==> src/rtl/sumador_4bit.sv <==
// 4-bit ripple-carry adder with combinational and registered sum/carry outputs.
// Optional signed-overflow outputs Ovf/Ovf_r are built when SUMADOR_4BIT_OVF_EN is defined.
module sumador_4bit (
   input  logic       clk,
   input  logic       rst_n,
   input  logic [3:0] A,
   input  logic [3:0] B,
   output logic [3:0] Sum,
   output logic       Cout,
   output logic [3:0] Sum_r,
   output logic       Cout_r
`ifdef SUMADOR_4BIT_OVF_EN
   ,
   output logic       Ovf,
   output logic       Ovf_r
`endif
);

   logic [4:0] carry_s;
   logic [3:0] sum_d;
   logic [3:0] sum_q;
   logic       cout_d;
   logic       cout_q;

   assign carry_s[0] = 1'b0;

   // One full-adder cell per bit; carries ripple from bit 0 upward.
   for (genvar i = 0; i < 4; i++) begin : g_fa
      assign Sum[i]         = A[i] ^ B[i] ^ carry_s[i];
      assign carry_s[i + 1] = (A[i] & B[i]) | (carry_s[i] & (A[i] ^ B[i]));
   end

   assign Cout = carry_s[4];

   // Next-state for the result stage; reset is sampled synchronously.
   always_comb begin
      sum_d  = 4'd0;
      cout_d = 1'b0;
      if (rst_n) begin
         sum_d  = Sum;
         cout_d = Cout;
      end else begin
         sum_d  = 4'd0;
         cout_d = 1'b0;
      end
   end

   // Result stage register.
   always_ff @(posedge clk) begin
      sum_q  <= sum_d;
      cout_q <= cout_d;
   end

   assign Sum_r  = sum_q;
   assign Cout_r = cout_q;

`ifdef SUMADOR_4BIT_OVF_EN
   logic ovf_d;
   logic ovf_q;

   // Signed overflow: carry into the sign bit differs from carry out of it.
   assign Ovf = carry_s[3] ^ carry_s[4];

   // Next-state for the overflow flag, same reset behaviour as the sum stage.
   always_comb begin
      ovf_d = 1'b0;
      if (rst_n) begin
         ovf_d = Ovf;
      end else begin
         ovf_d = 1'b0;
      end
   end

   // Overflow flag register.
   always_ff @(posedge clk) begin
      ovf_q <= ovf_d;
   end

   assign Ovf_r = ovf_q;
`endif

endmodule

==> config.mk <==
export PLATFORM = sky130hd
export DESIGN_NAME = sumador_4bit
export DESIGN_NICKNAME = d
export VERILOG_FILES = /design/src/rtl/sumador_4bit.sv
export SDC_FILE = /design/constraint.sdc
export NUM_CORES = 1
export LEC_CHECK = 0
export ABC_CLOCK_PERIOD_IN_PS = 2500
export CAP_MARGIN = 30
export CORE_AREA = 3 3 40 42
export DETAILED_ROUTE_END_ITERATION = 10
export DIE_AREA = 0 0 43 45
export GPL_TIMING_DRIVEN = 0
export HOLD_SLACK_MARGIN = 0.1
export PLACE_DENSITY_LB_ADDON = 0.2
export REMOVE_ABC_BUFFERS = 1
export SYNTH_ARGS = -nofsm -noshare
export SYNTH_HDL_FRONTEND = slang
export SYNTH_SLANG_ARGS = --single-unit
export TNS_END_PERCENT = 100
==> constraint.sdc <==
create_clock -name clk -period 2.5 [get_ports clk]
set_input_delay 0.5 -clock clk [delete_from_list [all_inputs] [get_ports clk]]
set_output_delay 0.5 -clock clk [all_outputs]
set_load 0.02 [all_outputs]
# Word-level counts from Yosys, hierarchy flattened
# Cells that the tools add are included.
# totals
output_inout_bits	10
regBits	5
# classes
bitwise_logic	17
# ops
operator	n
bitwise AND 1 bit	7
bitwise XOR 1 bit	7
bitwise OR 1 bit	3

# Longest topological paths before layout
# depth
depth_word	7
depth_mapped	8
mapped_depth_nobuf	8

# Worst setup path before layout
# Ideal clock, no wire load.
# synth_timing
path_kind	in2out
start	in A[0]
end	out Sum[3]
required_time_ns	2.000
path_buffers	0
path_slack_ns	0.102
t_arrival_ns	1.898
stages	8
path_cell_list	ha_1 -> inv_1 -> fa_1 -> inv_1 -> fa_1 -> inv_1 -> fa_1 -> inv_1
# synth_via
elab_chain_cells	6
# synth_rtl
element	line	source
start, declared	6	input logic [3:0] A,
bitwise AND 1 bit (2 in a row)	30	assign carry_s[i + 1] = (A[i] & B[i]) | (carry_s[i] & (A[i] ^ B[i]));
bitwise OR 1 bit	30	
bitwise AND 1 bit	30	
bitwise OR 1 bit	30	
bitwise XOR 1 bit	29	assign Sum[i] = A[i] ^ B[i] ^ carry_s[i];
end, declared	8	output logic [3:0] Sum,
# No other way between the ends.

# Worst setup path after layout
# layout_timing
start	in A[2]
end	out Sum[3]
# layout_via
elab_chain_cells	4
# layout_rtl
element	line
bitwise XOR 1 bit	30
bitwise AND 1 bit	30
bitwise OR 1 bit (*)	30
bitwise XOR 1 bit (*)	29
# Mark *: on every way between the ends. The rest lies on a longest branch, timed or not.

==> flow_summary.json <==
{
  "clkTransAtPathRegs_ps": 40,
  "sw_frac_of_total": 0.2921,
  "fin_setup_tns_ps": 0,
  "dieArea_um2": 1935,
  "p_leak_uw": 0.0002289,
  "power.density_nw_per_um2": 596.6,
  "die_width_um": 43,
  "hpwlAfterDp_um": 466.7,
  "holdCritPathClass": "in2reg",
  "period_share": 0.9963,
  "io_pins": 20,
  "cts-root-buf": "clkbuf_4",
  "ys_seq_elements": 5,
  "grt-ovfl-total": 0,
  "intPower_uw": 206.6,
  "ant_nets": 0,
  "synthAdderAreaFrac": 0.3005,
  "slew_viol_final": 0,
  "area_delta_synth_final_pct": 102.6,
  "cts_inserted_buffers": 3,
  "cp_max_fo": 2,
  "holdCritStartpoint": "A[0]",
  "core_area_um2": 1285,
  "place.gp.congestion": 0.6196,
  "drt_pass1_iterations": 1,
  "startpoint_type": "input port",
  "antenna_found_initial": 0,
  "arrival_ps": 1990,
  "max_slew_margin": 0.8465,
  "end_kind": "output port",
  "crit_type": "in2out",
  "num_rows": 13,
  "fin_crit_ps": 2491,
  "fmax_ghz": 0.4015,
  "grt_util_all_layers": 0.06778,
  "synth_xor_area_frac": 0,
  "cap_violations": 0,
  "synth.mux.area_fraction": 0,
  "setup_violations": 0,
  "mostFrequentLayoutCells": "clkdlybuf4s50_1 (12), dfxtp_1 (5), inv_2 (5), inv_1 (5)",
  "ys_seq_area_frac": 0.4145,
  "p_seq_frac": 0.308,
  "first_iter_violations": 0,
  "p_comb_frac": 0.374,
  "hold_depth": 3,
  "cts_tree": "done",
  "layout-drive-gt1-share": 0.3750,
  "dp_slack_ps": -907.8,
  "peakVddDrop_v": 0.0001471,
  "grt_max_degree": 6,
  "holdPathEnd": "Sum_r[0]",
  "p_clk_frac": 0.318,
  "status": "finished, final reports clean",
  "synth_top_family_by_area": "adder cells",
  "grt_pass1_wl_um": 821,
  "final_nets": 63,
  "utilization": 0.3807,
  "postLayoutSetupSlackWorst_ps": 9.365,
  "hold_violations": 0,
  "rsz0062_at_grt": "yes",
  "drc": 0,
  "start_util": 0.1879,
  "cts_sinks": 5,
  "vias": 214,
  "synth-compound-area-share": 0,
  "first_global_vias": 224,
  "clockBufferDepth": 2,
  "hold_buffers": 0,
  "drt-total-wl_um": 523,
  "antenna_cells": 0,
  "die-height_um": 45,
  "ys_warn_count": 0,
  "syn_area_um2": 241.5,
  "synthSimpleGateAreaFrac": 0.1295,
  "numPortBuffers": 19,
  "p_sw_uw": 85.24,
  "syn_inst": 24,
  "htree_levels": 1,
  "final_common_cell": "clkdlybuf4s50_1",
  "worstPathRequired_ps": 2000,
  "avgSynthCellArea_um2": 10.06,
  "tightest_slew_ps": 229.5,
  "ys_types": 6,
  "via_per_inst": 3.397,
  "avgRoutedWirePerCell_um": 8.302
}
## logic make-up after synthesis
| kind of cell | Yosys count |
|---|---|
| buffers and inverters | 10 |
| and+or+nand+nor | 5 |
| adders and majority gates | 4 |
| DFF | 5 |
## worst max-delay path, stage by stage
cell and delay, ps:
clkdlybuf4s50_1 430, fa_2 390, inv_2 60, fa_1 410, inv_1 80, buf_6 110
## what timing repair did
action | 4_1_cts | 5_1_grt
resized for setup | 31 | 3
cloned | 0 | 0
endpoints found under the setup margin | 4 | 2
pin swaps | 4 | 3
buffers inserted | 1 | 0
## worst max-delay path by stage
stage          from  endpoint  slack, ps  cells past startpoint
4_1_cts        B[0]    Sum[3]        -60                     10
2_1_floorplan  A[0]    Sum[3]        100                      8
6_report       A[2]    Sum[3]          9                      6
3_5_place_dp   A[0]    Sum[3]       -910                     10
3_3_place_gp   A[0]    Sum[3]       -890                     10
5_1_grt        B[0]    Sum[3]        -80                     10
## synthesized netlist by cell type
master | instances | share of area
and2_1 | 2 | 0.052
fa_1 | 3 | 0.25
nor2b_1 | 3 | 0.078
ha_1 | 1 | 0.052
dfxtp_1 | 5 | 0.41
inv_1 | 10 | 0.16
## power groups by stage
| stage | sequential, uW | clock, uW | combinational, uW |
|---|---|---|---|
| floorplan | 102 | 0 | 39.1 |
| global placement | 91.2 | 0 | 105 |
| detailed placement | 91.6 | 0 | 106 |
| CTS | 90.1 | 96.0 | 112 |
| global route | 90.2 | 103 | 119 |
| finish | 90.0 | 92.7 | 109 |
## state kept, by name, summed over array words and instances, names as in the netlist
signal and flops:
Sum_r 4, Cout_r 1
## metal layers
metal,vias up,track usage,wire length [um]
met2,14,0.1078,251
met4,0,0.09036,17
met5,-,0,0
met3,2,0.03586,68
li1,111,-,-
met1,87,0.05134,185
## layout make-up
class	count	area (um^2)
well taps	15	18.77
inverters	10	37.54
clock buffers	4	26.28
fillers	137	795.8
multi-input cells	9	121.4
repair buffers	20	185.2
flip-flops and latches	5	100.1
## metrics by stage
stage               power (uW)  area [um^2]  std cells  hold slack [ps]
floorplan                141.4        241.5         24            621.7
global placement         196.4        450.4         58             1161
global route             312.7        489.2         63            585.1
finish                   291.8        489.2         63            574.6
CTS                      298.1        493.0         63            573.7
detailed placement       198.0        450.4         58             1160
No activity file was read; power rests on OpenSTA's default activity.
